File: src/rtl/gate_sweep_ctrl.sv
// gate_sweep_ctrl: drives the two operands of an external 2-input gate.
// Manual mode passes debounced buttons to the operands; sweep mode steps
// through all four operand combinations, captures the truth table and
// compares it against EXPECT.
module gate_sweep_ctrl #(
    parameter int unsigned DEBOUNCE_CYCLES = 120000,
    parameter int unsigned SETTLE_CYCLES   = 16,
    parameter logic [3:0]  EXPECT          = 4'b1110
) (
    input  logic       clk_i,
    input  logic       reset_i,
    input  logic [3:0] btn_i,
    output logic       a_o,
    output logic       b_o,
    input  logic       y_i,
    output logic [3:0] truth_o,
    output logic       busy_o,
    output logic       done_o,
    output logic       pass_o
);

    localparam int unsigned DB_W  = $clog2(DEBOUNCE_CYCLES + 1);
    localparam int unsigned CNT_W = $clog2(SETTLE_CYCLES + 1);

    localparam logic [DB_W-1:0]  DB_LAST  = DB_W'(DEBOUNCE_CYCLES - 1);
    localparam logic [CNT_W-1:0] CNT_LAST = CNT_W'(SETTLE_CYCLES - 1);

    localparam logic [1:0] S_IDLE   = 2'd0;
    localparam logic [1:0] S_SETTLE = 2'd1;
    localparam logic [1:0] S_SAMPLE = 2'd2;
    localparam logic [1:0] S_DONE   = 2'd3;

    // Button conditioning
    logic [3:0]           sync1_q;
    logic [3:0]           sync2_q;
    logic [3:0]           deb_q;
    logic [3:0]           deb_d;
    logic [3:0][DB_W-1:0] db_cnt_q;
    logic [3:0][DB_W-1:0] db_cnt_d;
    logic [1:0]           edge_q;     // previous debounced {clear, start}
    logic                 start_c;
    logic                 clear_c;

    // Sequencer
    logic [1:0]       state_q;
    logic [1:0]       state_d;
    logic [1:0]       idx_q;
    logic [1:0]       idx_d;
    logic [CNT_W-1:0] cnt_q;
    logic [CNT_W-1:0] cnt_d;
    logic [3:0]       truth_q;
    logic [3:0]       truth_d;

    // Registered outputs
    logic a_q;
    logic a_d;
    logic b_q;
    logic b_d;
    logic busy_q;
    logic busy_d;
    logic done_q;
    logic done_d;
    logic pass_q;
    logic pass_d;

    // Per-bit debounce: flip only after DEBOUNCE_CYCLES consecutive disagreeing cycles
    always_comb begin
        deb_d    = deb_q;
        db_cnt_d = '0;
        for (int i = 0; i < 4; i++) begin
            if (sync2_q[i] != deb_q[i]) begin
                if (db_cnt_q[i] == DB_LAST) begin
                    deb_d[i] = ~deb_q[i];
                end else begin
                    db_cnt_d[i] = db_cnt_q[i] + DB_W'(1);
                end
            end
        end
    end

    assign start_c = deb_q[2] & ~edge_q[0];
    assign clear_c = deb_q[3] & ~edge_q[1];

    // Synchronizer, debouncer and edge-detect registers
    always_ff @(posedge clk_i or posedge reset_i) begin
        if (reset_i) begin
            sync1_q  <= '0;
            sync2_q  <= '0;
            deb_q    <= '0;
            db_cnt_q <= '0;
            edge_q   <= '0;
        end else begin
            sync1_q  <= btn_i;
            sync2_q  <= sync1_q;
            deb_q    <= deb_d;
            db_cnt_q <= db_cnt_d;
            edge_q   <= deb_q[3:2];
        end
    end

    // Next-state logic; outputs are precomputed from next-state so they register cleanly
    always_comb begin
        state_d = state_q;
        idx_d   = idx_q;
        cnt_d   = cnt_q;
        truth_d = truth_q;
        a_d     = 1'b0;
        b_d     = 1'b0;

        case (state_q)
            S_IDLE, S_DONE: begin
                if (start_c) begin
                    state_d = S_SETTLE;
                    idx_d   = 2'd0;
                    cnt_d   = '0;
                    truth_d = 4'd0;
                end
            end
            S_SETTLE: begin
                if (cnt_q == CNT_LAST) begin
                    state_d = S_SAMPLE;
                end else begin
                    cnt_d = cnt_q + CNT_W'(1);
                end
            end
            S_SAMPLE: begin
                truth_d[idx_q] = y_i;
                if (idx_q == 2'd3) begin
                    state_d = S_DONE;
                end else begin
                    state_d = S_SETTLE;
                    idx_d   = idx_q + 2'd1;
                    cnt_d   = '0;
                end
            end
            default: begin
                state_d = S_IDLE;
            end
        endcase

        // Clear has priority over any start in the same cycle
        if (clear_c) begin
            state_d = S_IDLE;
            idx_d   = 2'd0;
            cnt_d   = '0;
            truth_d = 4'd0;
        end

        case (state_d)
            S_IDLE: begin
                a_d = deb_d[0];
                b_d = deb_d[1];
            end
            S_SETTLE, S_SAMPLE: begin
                a_d = idx_d[0];
                b_d = idx_d[1];
            end
            default: begin
                a_d = 1'b0;
                b_d = 1'b0;
            end
        endcase

        busy_d = (state_d == S_SETTLE) || (state_d == S_SAMPLE);
        done_d = (state_d == S_DONE);
        pass_d = (state_d == S_DONE) && (truth_d == EXPECT);
    end

    // State and output registers
    always_ff @(posedge clk_i or posedge reset_i) begin
        if (reset_i) begin
            state_q <= S_IDLE;
            idx_q   <= 2'd0;
            cnt_q   <= '0;
            truth_q <= 4'd0;
            a_q     <= 1'b0;
            b_q     <= 1'b0;
            busy_q  <= 1'b0;
            done_q  <= 1'b0;
            pass_q  <= 1'b0;
        end else begin
            state_q <= state_d;
            idx_q   <= idx_d;
            cnt_q   <= cnt_d;
            truth_q <= truth_d;
            a_q     <= a_d;
            b_q     <= b_d;
            busy_q  <= busy_d;
            done_q  <= done_d;
            pass_q  <= pass_d;
        end
    end

    assign a_o     = a_q;
    assign b_o     = b_q;
    assign truth_o = truth_q;
    assign busy_o  = busy_q;
    assign done_o  = done_q;
    assign pass_o  = pass_q;

endmodule

File: config.mk
export PLATFORM = sky130hd
export DESIGN_NAME = gate_sweep_ctrl
export DESIGN_NICKNAME = d
export VERILOG_FILES = /design/src/rtl/gate_sweep_ctrl.sv
export SDC_FILE = /design/constraint.sdc
export NUM_CORES = 1
export LEC_CHECK = 0
export ABC_AREA = 0
export CORE_ASPECT_RATIO = 0.5
export CORE_MARGIN = 2
export CORE_UTILIZATION = 35
export DETAILED_ROUTE_END_ITERATION = 8
export SLEW_MARGIN = 20
export SYNTH_ARGS = -nofsm -noshare
export SYNTH_HDL_FRONTEND = slang
export SYNTH_SLANG_ARGS = --single-unit
File: constraint.sdc
create_clock -name clk_i -period 4.7 [get_ports clk_i]
set_input_delay 0.94 -clock clk_i [delete_from_list [all_inputs] [get_ports clk_i]]
set_output_delay 0.94 -clock clk_i [all_outputs]
set_load 0.01 [all_outputs]
Word level (Yosys, flattened, before mapping)
Cells that the tools add are included.
W data, S select, Z words.
- $add $sub $neg: 6
- multiply operators: 0
- div/mod/pow operators: 0
- magnitude comparators: 2
- equality and inequality tests: 20
- shift-type cells: 0
- mux-type cells: 34
- bitwise gates (word level): 8
- reduce and logical (&&, ||, !) cells: 10
- operators by type and width (operator ; count):
    $mux W17 ; 8
    $add A17 B1 Y17 const B ; 4
    $eq A17 B17 Y1 const B ; 4
    $mux W5 ; 4
    $pmux W5 S3 ; 1
    $mux W2 ; 7
    $eq A2 B2 Y1 const B ; 5
    $ne A3 B3 Y1 const B ; 3
    $mux W4 ; 2
    $pmux W4 S2 ; 1
    $not A1 Y1 ; 6
    $pmux W2 S3 ; 1
    $add A5 B1 Y5 const B ; 1
    $eq A5 B4 Y1 const B ; 1
    $mux W1 ; 5
    $bwmux W4 ; 1
    $eq A2 B1 Y1 const B ; 2
    $eq A4 B4 Y1 const B ; 1
    $logic_not A2 Y1 ; 2
    $ne A1 B1 Y1 ; 4
    $pmux W1 S2 ; 2
    $pmux W2 S2 ; 1
    $reduce_and A2 Y1 ; 2
    $reduce_or A2 Y1 ; 2
    other kinds (8) ; 10
- register bits: 100
- bits in latches: 0
- RAM bits: 0
- bits in read-only memories: 0
- input port bits: 7
- output and inout port bits: 9
- memories: 0

Longest topological paths before layout
Gate-level depths: netlist of the first run.
- depth after elaboration: 9
- gate-level depth with buffers: 10
- depth with buffers taken out: 10

Worst setup path after synthesis of the first run
OpenSTA, ideal clock, no wires.
- path type: flip-flop to flip-flop
- start point: register cnt_q[0]
- end point: register b_q (netlist: b_o)
- library setup time: 101 ps
- data arrival time: 1923 ps
- path slack: 2676 ps
- stages on the path, launching flop included: 10
- period minus slack after synthesis: 2024 ps
- cell sequence: dfrtp_1 -> ha_1 -> and3_1 -> ha_1 -> a32oi_1 -> nor2_1 -> o21a_1 -> ha_1 -> nand2b_1 -> o32ai_1
- cells in the longest elaborated chain, start to end: 7
- elaborated cells between the ends (all ways): 9
- classes of those cells: 3 x eq/ne; 4 x mux; 2 x reduce/logical
- ends and longest elaborated chain (item ; RTL line ; source):
    from (decl) ; 49 ; logic [CNT_W-1:0] cnt_q;
    from (signal assigned) ; 184 ; cnt_q <= cnt_d;
    $eq A5 B4 Y1 * ; 120 ; if (cnt_q == CNT_LAST) begin
    $mux W2 * ; 120 ;
    $pmux W2 S3 * ; 110 ; case (state_q)
    $mux W2 * ; 142 ; if (clear_c) begin
    net state_d[1] ; 46 ; logic [1:0] state_d;
    $eq A2 B1 Y1 or $eq A2 B2 Y1 (tied branches) ; 149 ; case (state_d)
    $reduce_or A2 Y1 ; 149 ;
    $pmux W1 S2 * ; 149 ;
    net b_d ; 58 ; logic b_d;
    to (signal assigned) ; 177 ; b_q <= 1'b0;
    to (signal assigned) ; 187 ; b_q <= b_d;
    to (decl) ; 57 ; logic b_q;
Mark *: on every way through the listed nets, which the timed path passes. The rest lies on a longest branch.
A chain may end at the register's enable or synchronous reset.

Final worst setup path of the first run
- start point: register truth_q[0] (netlist: truth_o[0])
- end point: output port truth_o[0]
- RTL lines (item ; RTL line ; source):
    from (decl) ; 51 ; logic [3:0] truth_q;
    from (signal assigned) ; 185 ; truth_q <= truth_d;
    to (decl) ; 16 ; output logic [3:0] truth_o,
No word-level cell between the ends.

==> out/qor.yml, run 1 <==
floorplanning:
  io_count: 16
  dieArea_sq_um: 14900
  design.core.area_sq_um: 13600
  placementRows: 30
  die_height_um: 87.3
  chipWidth_um: 171
  initial_core_util_pct: 35.9
setup_path:
  critical_register_to_register_path_startpoint: "cnt_q[0]$_DFFE_PP0P_"
  crit_type: "flip-flop to output pin"
  cp.arrival_ps: 1280
  slowest_stage: "sky130_fd_sc_hd__clkdlybuf4s50_1"
  timing.critical_path.fanout_max: 4
  max_stage_delay_ps: 560
  sequence_of_cells_on_the_critical_path: "clkdlybuf4s50_1"
  crit_required_ps: 3760
  reg_to_reg_critical_path_endpoint: "b_o$_DFF_PP0_"
  reg2reg_depth: 9
  timing.reg2reg.setup_slack_ps: 2480
  startpoint_type: "flip-flop"
  cp_top_family: "buffers and inverters"
  path_buf_inv: 1
  worstSetupEndpointType: "output pin"
timing:
  maxSlewHeadroom_pct: 47.6
  timing_hold_violations_final: 0
  final_min_period_over_clock_period_pct: 47.3
  rsz_0062_raised_after_global_routing: "false"
  worst_slew_pin_slew_ps: 786
  finalMaxSlewViolations: 0
  max_freq_mhz: 449
  setup_total_negative_slack_ps: 0
  period_minus_slack_ps: 2220
  setup_violations: 0
  clock_skew_ps: 8.97
logic_synthesis:
  synthArstFlopShare_pct: 100
  synth-warning-count: 0
  synthesis.nets: 486
  synth_top_area_cell: "sky130_fd_sc_hd__dfrtp_1"
  synth.most_common_cell: "sky130_fd_sc_hd__dfrtp_1"
  synth-edff-count: 0
  netlist_instances: 468
  synthDistinctLibCells: 49
  synth_top_cells_by_count: "sky130_fd_sc_hd__dfrtp_1 (100), sky130_fd_sc_hd__nor2_1 (80), sky130_fd_sc_hd__xnor2_1 (42)"
  yosys_most_used_dff: "sky130_fd_sc_hd__dfrtp_1"
  area_share_of_the_largest_cell_type_after_synthesis_pct: 51.5
  yosysSeqAreaShare_pct: 51.5
  mappedNetlistArea_sq_um: 4860
  most_area_consuming_cells_after_synthesis: "sky130_fd_sc_hd__dfrtp_1 (51%), sky130_fd_sc_hd__xnor2_1 (7.6%), sky130_fd_sc_hd__nor2_1 (6.2%)"
  mean_syn_cell_area_sq_um: 10.4
  synth-seq-cells: 100
clock_tree:
  post_cts.resized_instances: 0
  setup_fix_bufs_post_cts: 0
  clock_path_buffers: 2
  clock_insertion_delay_worst_skew_ps: 340
  cts-buffers-inserted: 9
  cts_root_buf: "sky130_fd_sc_hd__clkbuf_16"
  clock_tree.htree_level_count: 3
  tritoncts: "yes"
  cts-hold-fix-buffers: 0
  clkSlewWorstSetupHoldPaths_ps: 70
  clock-sinks: 100
detailed_routing:
  dr_wl_cell_um: 12.7
  detailedRoute.firstIterationViolations: 180
  finalWirelength_mm: 8.60
  firstDrtPassIters: 4
  dr_total_vias: 3320
  post_drt_via_cell_ratio: 4.89
  route.detailed.drc: 0
  postRouteAntennaNets: 0
min_path:
  hp-start: "sync1_q[3]$_DFF_PP0_"
  worst_hold_path.endpoint: "sync2_q[3]$_DFF_PP0_"
  min_path_type: "flip-flop to flip-flop"
  number_of_cells_traversed_by_the_worst_hold_path: 0
layout:
  finish.net_count: 500
  finalCoreUtilization_pct: 40.3
  ant_cells: 0
  layout-drive-gt1-share_pct: 5.75
  fin_cells: 679
  area_delta_synth_final_pct: 12.3
  fillCellCount: 1322
  layout.cell_area.non_filler_sq_um: 5460
power_and_ir_drop:
  powerDensity_nw_per_um2: 302
  ir_drop_mv: 0.155
  leakage_nw: 2.28
placement:
  gpl.final_weighted_congestion: 0.783
  placed_area_sq_um: 5170
  io_buffers: 15
  dp_cells: 663
  place.detailed.hpwl_mm: 5.75
global_route:
  grt_usage_pct: 12.9
  antenna_found_initial: 0
  globalRoute.totalOverflow: 0
  grt_start_max_net_pins: 87
  grt_first_pass_wirelength_mm: 15.5
  number_of_global_route_vias_before_repair: 3258
status:
  result_of_the_run: "completed"
job:
  timing.max_cap.violations: 0
through the flow:
stage | setup WS, ps | hold slack (ps) | total power [mW]
3_5_place_dp | 2230 | 336 | 0.958
5_1_grt | 2280 | 358 | 1.73
6_report | 2480 | 350 | 1.65
3_3_place_gp | 2250 | 331 | 0.958
4_1_cts | 2460 | 354 | 1.68
2_1_floorplan | 1140 | 331 | 0.941
cell families after synthesis:
| kind of cell | synth area share [%] |
|---|---|
| fa+ha+maj | 2.83 |
| flops | 51.5 |
| compound gates | 4.79 |
| simple gates | 24.1 |
| xor+xnor | 11.5 |
| buf+inv | 3.27 |
| mux | 1.98 |
where the power goes:
group / leakage [nW] / internal, mW / switching (mW) / total (mW)
Combinational: 0.778 / 0.0167 / 0.0380 / 0.0547
Sequential: 1.36 / 0.872 / 0.0128 / 0.885
Clock: 0.140 / 0.391 / 0.319 / 0.710
flip-flops by register name, indices dropped and copies added, names as in the netlist, 2 cells and up:
signal,count
cnt_q,5
db_cnt_q,68
deb_q,4
edge_q,2
idx_q,2
state_q,2
sync1_q,4
sync2_q,4
truth_o,4
layer usage:
layer  up-vias  wire length (um)  track usage (%)  part of all wire (%)
met3         7               176             3.41                   2.0
met4         0                81             4.20                  0.94
li1       1658                 -                -                     -
met2        16              3960             20.3                    46
met1      1639              4380             17.5                    51
met5         -                 0                0                     0
area by class of cell:
cell class / count / area, sq um / area share (%)
multi-input combinational: 337 / 2200 / 40.3
inverter: 18 / 72.6 / 1.33
tap: 192 / 240 / 4.40
sequential: 100 / 2500 / 45.8
clock buffer: 12 / 256 / 4.70
clock inverter: 4 / 30.0 / 0.550
timing repair buffer: 16 / 158 / 2.89
worst max path at each step:
| stage | from | end | slack (ps) | cells after the start |
|---|---|---|---|---|
| 6_report | truth_o[0]$_DFF_PP0_ | truth_o[0] | 2480 | 1 |
| 3_3_place_gp | reset_i | db_cnt_q[5]$_DFF_PP0_ | 2250 | 3 |
| 5_1_grt | cnt_q[0]$_DFFE_PP0P_ | b_o$_DFF_PP0_ | 2280 | 9 |
| 2_1_floorplan | reset_i | a_o$_DFF_PP0_ | 1140 | 1 |
| 3_5_place_dp | reset_i | db_cnt_q[5]$_DFF_PP0_ | 2230 | 3 |
| 4_1_cts | truth_o[0]$_DFF_PP0_ | truth_o[0] | 2460 | 1 |
placed cells by master (no fill, tap or decap), drive strengths merged, types with 2 or more instances in the layout:
master and count:
nand3 23, nor4 23, ha 11, o31ai 2
nor4bb 3, nand2b 5, a22o 2, o21ai 2
nand4 25, nand4b 4, a22oi 2, and2 4
nor2b 8, xor2 22, xnor2 42, dfrtp 100
mux2 5, nor3 11, o22ai 3, and4 5
o32ai 2, and3 4, o21a 3, nor2 80
clkbuf 12, a21o 2, nand2 24, inv 20
mux2i 4, a21oi 4, clkdlybuf4s50 15
(Power assumes the default switching activity.)
==> run 2: changes to the inputs <==
- clock period: 4.7 -> 1.84 ns (I/O delays scaled with it)
==> out/qor.yml, run 2 (synthesized netlist as in run 1, its figures left out) <==
status:
  violations_in_the_final_reports: "negative setup slack"
  result_of_the_run: "complete, but fails checks"
global_route:
  grt_usage_pct: 13.1  # +0.12 points
  grt_first_pass_wirelength_mm: 15.4  # -0.27%
  grtUsageMet1_pct: 16.6  # -0.92 points
  grt_start_max_net_pins: 52  # -40%
  use_met3_pct: 3.68  # +0.27 points
  met2_usage_pct: 21.4  # +1.1 points
  top_usage_layer: "met2"
  globalRoute.totalOverflow: 0  # unchanged
  number_of_global_route_vias_before_repair: 3277  # +0.58%
  antenna_found_initial: 0  # unchanged
min_path:
  hp-start: "sync1_q[3]$_DFF_PP0_"
  min_path_type: "flip-flop to flip-flop"
  number_of_cells_traversed_by_the_worst_hold_path: 0  # unchanged
  worst_hold_path.endpoint: "sync2_q[3]$_DFF_PP0_"
setup_path:
  startpoint_type: "flip-flop"
  crit_required_ps: 2100  # -1660 ps
  reg_to_reg_critical_path_endpoint: "b_o$_DFF_PP0_"
  critical_register_to_register_path_startpoint: "cnt_q[0]$_DFFE_PP0P_"
  reg2reg_depth: 9  # unchanged
  crit_type: "flip-flop to flip-flop"
  timing.critical_path.fanout_max: 3  # -1
  cp.arrival_ps: 2290  # +1010 ps
  timing.reg2reg.setup_slack_ps: -200  # -2670 ps
  worstSetupEndpointType: "flip-flop"
layout:
  finish.net_count: 530  # +6.0%
  layout-drive-gt1-share_pct: 14.5  # +8.8 points
  commonest_cells_after_routing_fill_and_taps_aside: "sky130_fd_sc_hd__dfrtp_1 (100), sky130_fd_sc_hd__nor2_1 (79), sky130_fd_sc_hd__xnor2_1 (42)"
  layout_commonest_cell: "sky130_fd_sc_hd__dfrtp_1"
  area_delta_synth_final_pct: 20.5
  finalCoreUtilization_pct: 43.2  # +3.0 points
  layout_top_registers: "db_cnt_q (68), cnt_q (5)"
  top_register: "db_cnt_q"
  ant_cells: 0  # unchanged
  layout.cell_area.non_filler_sq_um: 5860  # +7.3%
  largest_reg_flops: 68  # unchanged
timing:
  worst_slew_pin_slew_ps: 423  # -363 ps
  finalWorstSetupSlack_ps: -197  # -2670 ps
  max_freq_mhz: 491
  final_min_period_over_clock_period_pct: 111
  clock_skew_ps: 10.3  # +1.33 ps
  period_minus_slack_ps: 2040
  setup_violations: 8  # +8
  finalMaxSlewViolations: 0  # unchanged
  timing_hold_violations_final: 0  # unchanged
  rsz_0062_raised_after_global_routing: "true"
  maxSlewHeadroom_pct: 71.7  # +24 points
clock_tree:
  cts-buffers-inserted: 9  # unchanged
  clock_insertion_delay_worst_skew_ps: 350  # about the same
  clock-sinks: 100  # unchanged
  cts-hold-fix-buffers: 0  # unchanged
  clock_path_buffers: 2  # unchanged
  clock_tree.htree_level_count: 3  # unchanged
  cts_root_buf: "sky130_fd_sc_hd__clkbuf_16"
  tritoncts: "yes"
  clkSlewWorstSetupHoldPaths_ps: 70  # about the same
floorplanning:
  dieArea_sq_um: 14900  # unchanged
  chipWidth_um: 171  # unchanged
  placementRows: 30  # unchanged
  initial_core_util_pct: 35.9  # unchanged
  die_height_um: 87.3  # unchanged
  io_count: 16  # unchanged
  design.core.area_sq_um: 13600  # unchanged
detailed_routing:
  route.detailed.drc: 0  # unchanged
  postRouteAntennaNets: 0  # unchanged
  firstDrtPassIters: 4  # unchanged
  detailedRoute.firstIterationViolations: 189  # +5.0%
  post_drt_via_cell_ratio: 4.80  # -1.8%
  dr_wl_cell_um: 12.5  # -1.4%
  dr_total_vias: 3405  # +2.6%
  finalWirelength_mm: 8.86  # +3.0%
power_and_ir_drop:
  powerDensity_nw_per_um2: 747  # +150%
  ir_drop_mv: 0.358  # +130%
  leakage_nw: 2.48  # +8.8%
placement:
  io_buffers: 15  # unchanged
  gpl.final_weighted_congestion: 0.807  # +3.2%
  place.detailed.hpwl_mm: 5.95  # +3.5%
  placed_area_sq_um: 5440  # +5.3%
job:
  timing.max_cap.violations: 0  # unchanged
[run 2: cell count changes in the layout (fill, tap and decap cells not counted), sizes merged]
| cell | delta |
|---|---|
| buf | +30 |
| bufinv | +1 |
| clkbuf | -2 |
| clkinv | +1 |
| clkinvlp | +1 |
| inv | -1 |
[run 2: final cells by class]
class                      count  area, sq um
inverter                      18         71.3
clock inverter                 6         71.3
multi-input combinational    337         2310
clock buffer                  10          239
timing repair buffer          46          428
sequential                   100         2500
tap                          192          240
fill                        1277         7690
[run 2: power by group]
part / internal (mW) / switching [mW] / total (mW)
clock: 1.11 / 0.846 / 1.95
combinational: 0.0636 / 0.102 / 0.166
sequential: 2.23 / 0.0308 / 2.26
total: 3.40 / 0.979 / 4.38
[run 2: worst max-delay path, stage by stage, from the launching register on]
cell,delay (ps)
sky130_fd_sc_hd__dfrtp_1,400
sky130_fd_sc_hd__ha_2,180
sky130_fd_sc_hd__and3_4,150
sky130_fd_sc_hd__ha_4,160
sky130_fd_sc_hd__a32oi_2,200
sky130_fd_sc_hd__nor2_2,60
sky130_fd_sc_hd__o21a_1,220
sky130_fd_sc_hd__ha_2,180
sky130_fd_sc_hd__nand2b_4,140
sky130_fd_sc_hd__o32ai_2,250
[run 2: metal layers]
metal,routed length [um],share of wire (%)
met5,0,0
met4,144,1.6
met3,193,2.2
met2,4130,47
met1,4390,50
[run 2: through the flow]
stage	std cells	TNS (ps)	setup WS, ps	hold WS, ps	power, mW
final	709	-783	-197	354	4.38
after global routing	709	-1530	-284	361	4.56
after CTS	708	-623	-181	354	4.45
after detailed placement	689	-629	-212	337	2.47
after global placement	689	-443	-167	335	2.47
after floorplan	468	-249	-114	331	2.40
[run 2: worst max path at each step]
stage | from | endpoint | slack [ps]
2_1_floorplan | cnt_q[1]$_DFFE_PP0P_ | b_o$_DFF_PP0_ | -110
5_1_grt | cnt_q[0]$_DFFE_PP0P_ | b_o$_DFF_PP0_ | -280
4_1_cts | cnt_q[0]$_DFFE_PP0P_ | b_o$_DFF_PP0_ | -180
3_5_place_dp | cnt_q[1]$_DFFE_PP0P_ | b_o$_DFF_PP0_ | -210
6_report | cnt_q[0]$_DFFE_PP0P_ | b_o$_DFF_PP0_ | -200
3_3_place_gp | cnt_q[1]$_DFFE_PP0P_ | b_o$_DFF_PP0_ | -170
[run 2: repair_timing]
| action | in CTS | in global routing |
|---|---|---|
| buffers inserted | 3 | 1 |
| gates resized for setup | 4 | 11 |
| endpoints found under the setup margin | 6 | 10 |
| pin swaps | 7 | 5 |
